File: src/rtl/mips_pkg.sv
`default_nettype none
// ============================================================================
// Package : mips_pkg
// Purpose : Shared definitions for the pipelined MIPS front end.
//           - fetch_state_t : instruction-fetch FSM encoding
//           - RESET_PC      : default first fetch address after reset
//           - NOP_INSTR     : instruction value held in IF/ID while empty
//           - PC_STEP       : byte distance between sequential instructions
// Revision: 1.0 - initial release
// ============================================================================
package mips_pkg;

  // IDLE  : one cycle after reset before the first request goes out
  // FETCH : request outstanding (or about to be) on the current pc
  // HELD  : a fetched instruction is parked in the hold buffer
  // DROP  : request still in flight but its data will be discarded
  typedef enum logic [1:0] {
    IDLE  = 2'd0,
    FETCH = 2'd1,
    HELD  = 2'd2,
    DROP  = 2'd3
  } fetch_state_t;

  localparam logic [31:0] RESET_PC  = 32'h0000_0000;
  localparam logic [31:0] NOP_INSTR = 32'h0000_0000;
  localparam int          PC_STEP   = 4;

endpackage
`default_nettype wire

File: src/rtl/mips_fetch_stage_adder.sv
`default_nettype none
// ============================================================================
// Module  : Adder_MIPS
// Purpose : Plain modulo-2^WIDTH adder used for the pc+4 computation.
// Ports   : a, b - operands
//           sum  - a + b, carry-out discarded (wraps)
// Revision: 1.0 - initial release
// ============================================================================
module Adder_MIPS #(
  parameter int WIDTH = 32
) (
  input  logic [WIDTH-1:0] a,
  input  logic [WIDTH-1:0] b,
  output logic [WIDTH-1:0] sum
);

  assign sum = a + b;

endmodule
`default_nettype wire

File: src/rtl/mips_fetch_stage.sv
`default_nettype none
// ============================================================================
// Module  : mips_fetch_stage
// Purpose : Instruction-fetch stage. Owns the PC, issues one outstanding
//           request at a time to instruction memory (req/ack), holds the
//           IF/ID pipeline register and a one-entry hold buffer that absorbs
//           decode stalls. Redirects from decode flush the stage.
// Ports   : clk, rst (async, active low)
//           imem_req/imem_addr  -> instruction memory request
//           imem_ack/imem_rdata <- instruction memory response
//           stall               <- decode cannot take a new IF/ID entry
//           redirect/redirect_pc<- taken branch/jump target from decode
//           pc                  -> current fetch PC
//           if_id_valid/instr/pcplus4 -> IF/ID pipeline register
// Revision: 1.0 - initial release
// ============================================================================
module mips_fetch_stage
  import mips_pkg::*;
#(
  parameter int                  pc_width      = 32,
  parameter int                  Ins_mem_width = 32,
  parameter logic [pc_width-1:0] reset_pc      = pc_width'(RESET_PC)
) (
  input  logic                     clk,
  input  logic                     rst,
  output logic                     imem_req,
  output logic [pc_width-1:0]      imem_addr,
  input  logic                     imem_ack,
  input  logic [Ins_mem_width-1:0] imem_rdata,
  input  logic                     stall,
  input  logic                     redirect,
  input  logic [pc_width-1:0]      redirect_pc,
  output logic [pc_width-1:0]      pc,
  output logic                     if_id_valid,
  output logic [Ins_mem_width-1:0] if_id_instr,
  output logic [pc_width-1:0]      if_id_pcplus4
);

  localparam logic [pc_width-1:0]      c_pc_step = pc_width'(PC_STEP);
  localparam logic [Ins_mem_width-1:0] c_nop     = Ins_mem_width'(NOP_INSTR);

  fetch_state_t             r_state;
  logic [Ins_mem_width-1:0] r_hold_instr;
  logic [pc_width-1:0]      r_hold_pcplus4;
  logic [pc_width-1:0]      r_pend_pc;
  logic [pc_width-1:0]      w_pcplus4;

  Adder_MIPS #(
    .WIDTH (pc_width)
  ) u_pc_adder (
    .a   (pc),
    .b   (c_pc_step),
    .sum (w_pcplus4)
  );

  // The request is a pure decode of the state register, so the async reset
  // of r_state drops it immediately. The address is the pc itself; pc only
  // moves on an ack edge, which keeps the address stable while waiting.
  assign imem_req  = (r_state == FETCH) || (r_state == DROP);
  assign imem_addr = pc;

  always_ff @(posedge clk or negedge rst) begin
    if (!rst) begin
      r_state        <= IDLE;
      pc             <= reset_pc;
      if_id_valid    <= 1'b0;
      if_id_instr    <= c_nop;
      if_id_pcplus4  <= '0;
      r_hold_instr   <= c_nop;
      r_hold_pcplus4 <= '0;
      r_pend_pc      <= '0;
    end else begin
      case (r_state)
        IDLE: begin
          r_state <= FETCH;
        end

        FETCH: begin
          if (imem_ack) begin
            if (redirect) begin
              // Fetched word is on the wrong path; restart at the target.
              pc          <= redirect_pc;
              if_id_valid <= 1'b0;
            end else if (stall) begin
              // Decode is busy: park the word and pause requests.
              r_hold_instr   <= imem_rdata;
              r_hold_pcplus4 <= w_pcplus4;
              pc             <= w_pcplus4;
              r_state        <= HELD;
            end else begin
              if_id_valid   <= 1'b1;
              if_id_instr   <= imem_rdata;
              if_id_pcplus4 <= w_pcplus4;
              pc            <= w_pcplus4;
            end
          end else if (redirect) begin
            // Cannot move the address mid-request; remember the target and
            // let the in-flight access complete into the bit bucket.
            r_pend_pc   <= redirect_pc;
            if_id_valid <= 1'b0;
            r_state     <= DROP;
          end else if (!stall) begin
            // Decode consumed the entry and nothing new arrived: bubble.
            if_id_valid <= 1'b0;
          end
        end

        HELD: begin
          if (redirect) begin
            pc          <= redirect_pc;
            if_id_valid <= 1'b0;
            r_state     <= FETCH;
          end else if (!stall) begin
            if_id_valid   <= 1'b1;
            if_id_instr   <= r_hold_instr;
            if_id_pcplus4 <= r_hold_pcplus4;
            r_state       <= FETCH;
          end
        end

        DROP: begin
          if (imem_ack) begin
            // A redirect arriving on the ack cycle is the newest target.
            pc      <= redirect ? redirect_pc : r_pend_pc;
            r_state <= FETCH;
          end else if (redirect) begin
            r_pend_pc <= redirect_pc;
          end
        end

        default: begin
          r_state <= IDLE;
        end
      endcase
    end
  end

endmodule
`default_nettype wire
File: config.mk
export PLATFORM = sky130hd
export DESIGN_NAME = mips_fetch_stage
export DESIGN_NICKNAME = d
export VERILOG_FILES = /design/src/rtl/mips_pkg.sv /design/src/rtl/mips_fetch_stage_adder.sv /design/src/rtl/mips_fetch_stage.sv
export SDC_FILE = /design/constraint.sdc
export NUM_CORES = 1
export LEC_CHECK = 0
export ABC_AREA = 1
export BUFFER_PORTS_ARGS = -buffer_cell sky130_fd_sc_hd__buf_2
export CORE_MARGIN = 3
export CORE_UTILIZATION = 40
export DETAILED_ROUTE_END_ITERATION = 8
export GPL_TIMING_DRIVEN = 0
export PLACE_DENSITY = 0.58
export RECOVER_POWER = 25
export SKIP_CTS_REPAIR_TIMING = 1
export SYNTH_ARGS = -nofsm -noshare
export SYNTH_HDL_FRONTEND = slang
export SYNTH_HIERARCHICAL = 1
export SYNTH_SLANG_ARGS = --single-unit
File: constraint.sdc
create_clock -name clk -period 5.52 [get_ports clk]
set_input_delay 1.104 -clock clk [delete_from_list [all_inputs] [get_ports clk]]
set_output_delay 1.104 -clock clk [all_outputs]
set_load 0.01 [all_outputs]
# Word level (Yosys, flattened, before mapping)
# Cells that the tools add are included.
[word_totals]
reg_bits = 195
latchBits = 0
ramBits = 0
rom_bits = 0
in_bits = 69
memories = 0
[classes]
add_sub_neg = 1
multipliers = 0
n_div = 0
order_cmp = 0
n_eq_ne = 15
n_shift = 0
muxes = 32
n_bitwise = 2
n_reduce_logical = 11
[op_table]
columns = ["operator", "n"]
rows = [
  ["$mux 32", 15],
  ["$pmux 32 s2", 2],
  ["$pmux 32 s3", 1],
  ["$add 32x3->32 const B", 1],
  ["$mux 2", 7],
  ["$ne 2x2->1 const B", 7],
  ["$ne 3x3->1 const B", 4],
  ["$pmux 2 s4", 1],
  ["$reduce_and 4->1", 2],
  ["$reduce_and 6->1", 1],
  ["$mux 1", 5],
  ["$reduce_and 5->1", 1],
  ["$eq 2x2->1 const B", 2],
  ["$ne 4x4->1 const B", 1],
  ["$reduce_and 2->1", 2],
  ["$reduce_bool 3->1", 1],
  ["$eq 2x1->1 const B", 1],
  ["$logic_not 2->1", 1],
  ["$not 1->1", 2],
  ["$pmux 1 s2", 1],
  ["$reduce_bool 2->1", 1],
  ["$reduce_or 2->1", 1],
  ["$logic_or 1x1->1", 1],
]

# Logic depth before layout (Yosys ltp)
# Gate-level depths: netlist of run 1.
[depth]
ltp_word = 5
ltp_mapped = 18
ltp_nobuf = 18

# Cells and area by module
# The synthesis of run 1 kept the hierarchy.
[by_module_without_submodules]
columns = ["mod", "instances", "cells_each", "area_per_inst_um2"]
rows = [
  ["mips_fetch_stage", 1, 1322, 9879.5],
  ["Adder_MIPS", 1, 494, 2384.8],
]

# Worst setup path after synthesis of run 1
# No wires, ideal clock.
[synth_path]
path_type = "register to output"
startpoint = "register r_state[0]"
endpoint = "output port imem_req"
arrival_ps = 974
path_slack_ps = 3442
path_stages_with_launch = 5
path_buffers = 1
path_cell_list = "dfrtp_1 > ha_1 > buf_4 > nor2_2 > inv_1"
[synth_via]
elab_chain_cells = 2
elab_cells_between_ends = 3
classes_between = "eq/ne: 2; reduce/logical: 1"
[synth_rtl]
columns = ["item", "line", "source"]
rows = [
  ["from (decl)", "mips_fetch_stage.sv:42", "fetch_state_t r_state;"],
  ["from (signal assigned)", "mips_fetch_stage.sv:64", "r_state <= IDLE;"],
  ["from (signal assigned)", "mips_fetch_stage.sv:75", "r_state <= FETCH;"],
  ["from (signal assigned)", "mips_fetch_stage.sv:89", "r_state <= HELD;"],
  ["$eq 2x1->1 / $eq 2x2->1 (equally long branches)", "mips_fetch_stage.sv:59", "assign imem_req = (r_state == FETCH) || (r_state == DROP);"],
  ["$logic_or 1x1->1 *", "mips_fetch_stage.sv:59", ""],
  ["to (decl)", "mips_fetch_stage.sv:26", "output logic imem_req,"],
]
# Mark *: on every way between the ends. The rest lies on a longest branch, timed or not.

==> results of run 1 <==
==> cell families (layout without fill, tap and decap cells) <==
logic type / Yosys count / count (layout) / share of synthesized area
and+or+nand+nor: 1076 / 1076 / 0.355
buffers and inverters: 304 / 535 / 0.117
DFF: 195 / 195 / 0.398
AOI/OAI and AO/OA: 186 / 186 / 0.0805
adders and majority gates: 37 / 37 / 0.0384
xor gates and xnor gates: 16 / 16 / 0.0114
other: 2 / 33 / 0.000612
==> final timing paths <==
kind	cells past startpoint	end	slack [ns]
max	2	imem_addr[24]$_DFFE_PN0P_	2.04
min	1	if_id_instr[28]$_DFFE_PN0P_	0.43
max reg2reg	14	if_id_pcplus4[31]$_DFFE_PN0P_	3.12
min reg2reg	2	if_id_pcplus4[27]$_DFFE_PN0P_	0.47
max in group clk	5	imem_req	2.78
min in group clk	2	if_id_pcplus4[27]$_DFFE_PN0P_	0.47
==> registers in the layout, summed over array words and instances, names as in the netlist <==
register and count:
if_id_instr 32, if_id_pcplus4 32, imem_addr 32, r_hold_instr 32, r_hold_pcplus4 32, r_pend_pc 32
r_state 2, if_id_valid 1
==> placed cells by master, fill, tap and decap left out, types with 3 or more instances in the layout <==
cell	n
ha_1	36
inv_1	180
a31oi_1	32
xor2_1	14
clkbuf_16	17
nand3_1	157
clkbuf_8	3
conb_1	33
nand3_2	4
inv_2	6
o21ai_0	128
a21oi_1	20
nand2_1	810
buf_6	3
nor2_2	4
nand4_1	4
buf_2	235
buf_4	58
nor2_1	74
clkbuf_1	20
clkinv_2	4
nor3_1	3
dfrtp_1	195
nand2_2	16
==> metal layers <==
layer,GRT usage,vias to the layer above,routed length (µm)
li1,-,6087,-
met1,0.324,5355,17500
met2,0.345,330,16100
met3,0.0300,41,1830
met4,0.0536,0,657
met5,0,-,0
==> power groups by stage <==
stage / clock (µW) / sequential (µW) / combinational [µW]
floorplan: 0 / 2650 / 3380
global placement: 0 / 2540 / 5020
detailed placement: 0 / 2570 / 5070
CTS: 1270 / 2540 / 5090
global route: 1330 / 2640 / 5830
finish: 1240 / 2540 / 5130
==> cell type report <==
type                            count  area [µm²]
Sequential cell                   195        4880
Timing Repair Buffer              199        1020
Fill cell                        3223       15500
Clock buffer                       21         470
Multi-Input combinational cell   1348        6070
Inverter                          186         698
Buffer                            118         732
Clock inverter                     11         103
Tap cell                          390         488
==> per-stage QoR <==
stage | instance area (µm²) | TNS (ns) | worst slack [ns]
after detailed placement | 13900 | 0 | 3.13
after floorplan | 12400 | 0 | 3.44
final | 14500 | 0 | 2.04
after global placement | 13900 | -28.11 | -0.167
after CTS | 14500 | 0 | 2.76
after global routing | 14500 | 0 | 1.43
==> flow_metrics.tcl, run 1 <==
set metrics [dict create \
    ctsHtreeMaxLevel 4 \
    start_util 0.409 \
    yosys_warnings 6 \
    power_frac_clock 0.139 \
    p_sw_uw 4280 \
    async_reset_ff_frac 1.00 \
    route.vias.total 11800 \
    synth_edf_count 0 \
    power.density_mw_per_mm2 616 \
    status "finished, violations left" \
    grt_max_degree 114 \
    cp_cell_sequence "clkbuf_1 > clkbuf_2" \
    arrival_ns 3.39 \
    pwr-share-seq 0.285 \
    vias_per_cell 4.79 \
    fin_crit_sh 0.630 \
    synth.area.top_cells "dfrtp_1 (40%), nand2_1 (25%), nand3_1 (6.4%), inv_1 (5.5%), o21ai_0 (5.2%)" \
    critPathKind "primary input to async pin" \
    max_freq_mhz 288 \
    synth-main-ff-cell "dfrtp_1" \
    area_growth_syn_to_layout_pct 17.9 \
    path_max_fanout 113 \
    drc 0 \
    hold_viol_final 0 \
    grt_pass1_vias 11200 \
    worst_ep_required_time_ns 5.43 \
    drive_gt1_frac 0.176 \
    antenna_found_initial 0 \
    synth_area_mm2 0.0123 \
    peakVddDrop_mv 0.249 \
    path_buf_inv 2 \
    cpPeakStageDelay_ns 2.08 \
    start_kind "primary input" \
    clk_pin_slew_ns 0.07 \
    p_sw_frac 0.480 \
    num_rows 63 \
    numCtsBuffers 17 \
    final_cells 2468 \
    violations "capacitance limit, slew limit" \
    ant_nets 0 \
    antenna_cells 0 \
    rsz0062_at_grt "false" \
    coreArea_mm2 0.0300 \
    tightest_slew_ns 2.94 \
    path_delay_family "buffers and inverters" \
    hold_ws_ns 0.434 \
    numPortBuffers 197 \
    combPwrFrac 0.576 \
    slew_viol_final 113 \
    relSlewSlack -0.958 \
    reg2reg_from "imem_addr[2]$_DFFE_PN0P_" \
    crit_start "rst" \
    fin_worst_skew_ns 0.0118 \
    first_iter_violations 670 \
    internal-power_uw 4630 \
    critical_path.slowest_cell "clkbuf_2" \
    clock_sinks 195 \
    max_cap_violations 1 \
    yosysUniqueCellTypes 30 \
    synth_top_area_share 0.398 \
    die_w_um 181 \
    grt_pass1_wl_um 58700 \
    endpoint_kind "async pin" \
    cellLeakagePower_uw 0.00840 \
    cts_tree "built" \
    p_total_uw 8910 \
    clk-insertion-delay-late_ns 0.44 \
    post_drt_wl_per_cell_um 14.6 \
    setup_viol 0 \
    synth_seq_cells 195 \
    synth_largest_area_cell "dfrtp_1" \
    dp_hpwl_um 27600 \
    seq_area_frac_synth 0.398 \
    layout.nets 2171 \
    syn_inst 1816 \
    worstHoldPathType "primary input to async pin" \
    synth_most_common_cell "nand2_1" \
    ios 199 \
    syn_avg_cell_area_um2 6.75 \
    period_needed_ns 3.48 \
    die_h_um 181 \
    clockBufferDepth 2 \
    fin_util 0.483 \
    track_usage 0.221 \
    cts_root_buf "clkbuf_16" \
    drt_wl_total_um 36100 \
    overflow 0 \
    dpl.cell_count 2436 \
    die-area_mm2 0.0328 \
    yosys-top-cells-count "nand2_1 (810), dfrtp_1 (195), inv_1 (180)" \
    first_pass_iters 5 \
    gp_congestion 0.839 \
]
No activity file was read; power rests on OpenSTA's default activity.
==> run 2: changes to the inputs <==
PLACE_DENSITY = 0.6   (was 0.58)
clock period = 2.99 ns   (was 5.52 ns; I/O delays follow)
==> run 2 against run 1 <==
  * The flow still finishes with violations (capacitance limit, slew limit)
  * Critical path depth is 15 higher
  * Power is 86% higher
  * Combinational power rose by 84%
  * First-iteration DRC count rose by 17%
  * Non-clock buffer count decreased by 1
  * Final cell count about the same
  * Wire length is 0.83% lower
  * Critical path type is now flop to flop
  * Largest cell class unchanged
==> flow_metrics.tcl, run 2 (synthesized netlist as in run 1, its figures left out) <==
set metrics [dict create \
    ctsHtreeMaxLevel 4 \
    wl_met3_um 1780 \
    critical_path.slowest_cell "dfrtp_1" \
    drt_wl_total_um 35800 \
    relSlewSlack -0.577 \
    coreArea_mm2 0.0300 \
    r2r-end "imem_addr[26]$_DFFE_PN0P_" \
    overflow 0 \
    start_kind "flop" \
    routed.top_layer "met4" \
    max_cap_violations 1 \
    power_frac_clock 0.148 \
    cpPeakStageDelay_ns 0.42 \
    clk-insertion-delay-late_ns 0.44 \
    cts_root_buf "clkbuf_16" \
    worstHoldEndpoint "r_hold_instr[2]$_DFFE_PN0P_" \
    track_usage 0.219 \
    path_max_fanout 4 \
    internal-power_uw 8700 \
    first_pass_iters 5 \
    clk_pin_slew_ns 0.08 \
    fin_worst_skew_ns 0.0121 \
    rsz0062_at_grt "false" \
    vias_per_cell 4.70 \
    wl_met1_um 17300 \
    reg2reg_setup_slack_ns 0.65 \
    route.vias.total 11600 \
    holdPathStages 3 \
    cp_cell_sequence "ha_1 > nand2_1 > inv_1 > nand2_1 > nand2_1 > nand2_1 > nand3_2 > nand2_1 > nand3_1 > nand2_1 > nand2_1 > nand2_1 > nand2_1 > nand2_1 > nand3_1 > nand2_1 > nand2_1" \
    tightest_slew_ns 2.37 \
    setup_viol 0 \
    die_w_um 181 \
    route.met2.wl_um 16200 \
    ant_nets 0 \
    num_rows 63 \
    violations "capacitance limit, slew limit" \
    mostFrequentLayoutCell "nand2_1" \
    start_util 0.409 \
    cts_tree "built" \
    grt_pass1_wl_um 58400 \
    period_needed_ns 2.34 \
    worstHoldStart "imem_rdata[2]" \
    critPathKind "flop to flop" \
    fin_util 0.484 \
    gp_congestion 0.862 \
    layout.nets 2170 \
    final_cell_mix "nand2_1 (810), buf_2 (235), dfrtp_1 (195)" \
    p_sw_frac 0.475 \
    numCtsBuffers 17 \
    die_h_um 181 \
    die-area_mm2 0.0328 \
    p_sw_uw 7870 \
    reg2reg_from "imem_addr[5]$_DFFE_PN0P_" \
    dpl.cell_count 2435 \
    area_growth_syn_to_layout_pct 18.3 \
    fin_crit_sh 0.783 \
    numPortBuffers 197 \
    slew_viol_final 93 \
    final_cells 2467 \
    arrival_ns 2.67 \
    grt_pass1_vias 11200 \
    drive_gt1_frac 0.176 \
    hold_viol_final 0 \
    worst_ep_required_time_ns 3.32 \
    ios 199 \
    endpoint_kind "flop" \
    dp_hpwl_um 27400 \
    clockBufferDepth 2 \
    drc 0 \
    cp_common_cell "nand2_1" \
    peakVddDrop_mv 0.563 \
    status "finished, violations left" \
    antenna_cells 0 \
    combPwrFrac 0.570 \
    worstHoldPathType "primary input to flop" \
    antenna_found_initial 0 \
    first_iter_violations 783 \
    post_drt_wl_per_cell_um 14.5 \
    power.density_mw_per_mm2 1140 \
    max_freq_mhz 427 \
    cellLeakagePower_uw 0.00842 \
    reg2reg_depth 17 \
    grt_max_degree 104 \
    pwr-share-seq 0.282 \
    clock_sinks 195 \
]
-- run 2: power by group through the flow --
stage / registers [µW] / clock network (µW) / logic [µW]
floorplan: 4900 / 0 / 6230
detailed placement: 4720 / 0 / 9340
finish: 4680 / 2450 / 9450
global placement: 4680 / 0 / 9230
CTS: 4680 / 2510 / 9370
global route: 4850 / 2630 / 10800
-- run 2: how the worst max path moves through the flow --
stage          cells after the start                        end                      from  slack [ns]
2_1_floorplan                     17  imem_addr[22]$_DFFE_PN0P_  imem_addr[5]$_DFFE_PN0P_        1.12
3_3_place_gp                       1  imem_addr[26]$_DFFE_PN0P_                       rst       -2.08
3_5_place_dp                      17  imem_addr[26]$_DFFE_PN0P_  imem_addr[5]$_DFFE_PN0P_        0.68
4_1_cts                           17  imem_addr[26]$_DFFE_PN0P_  imem_addr[5]$_DFFE_PN0P_        0.67
5_1_grt                            1  r_pend_pc[25]$_DFFE_PN0P_                       rst        0.27
6_report                          17  imem_addr[26]$_DFFE_PN0P_  imem_addr[5]$_DFFE_PN0P_        0.65
-- run 2: area by class of cell --
type | instances | area [µm²]
Buffer | 118 | 732
Clock buffer | 19 | 453
Clock inverter | 13 | 170
Fill cell | 3159 | 15400
Inverter | 186 | 698
Multi-Input combinational cell | 1348 | 6070
Sequential cell | 195 | 4880
Tap cell | 390 | 488
Timing Repair Buffer | 198 | 1010
-- run 2: metal layers --
| metal | track usage | vias to the layer above |
|---|---|---|
| li1 | - | 6082 |
| met4 | 0.0518 | 0 |
| met5 | 0 | - |
| met2 | 0.348 | 306 |
| met3 | 0.0276 | 27 |
| met1 | 0.320 | 5187 |
-- run 2: stage by stage --
step	worst slack (ns)	setup TNS [ns]	power [µW]	hold slack, ns	cell area, µm²
after CTS	0.666	0	16600	0.188	14500
after detailed placement	0.680	0	14100	0.453	13900
final	0.648	0	16600	0.440	14500
after global placement	-2.08	-401.91	13900	0.448	13900
after floorplan	1.12	0	11100	0.302	12400
after global routing	0.267	0	18300	0.434	14500
-- run 2: critical path: cells and delay by family, from the launching register on --
kind	cells	cell delay, ns
DFF	1	0.42
adders and majority gates	1	0.38
and+or+nand+nor	15	1.37
buffers and inverters	1	0.05
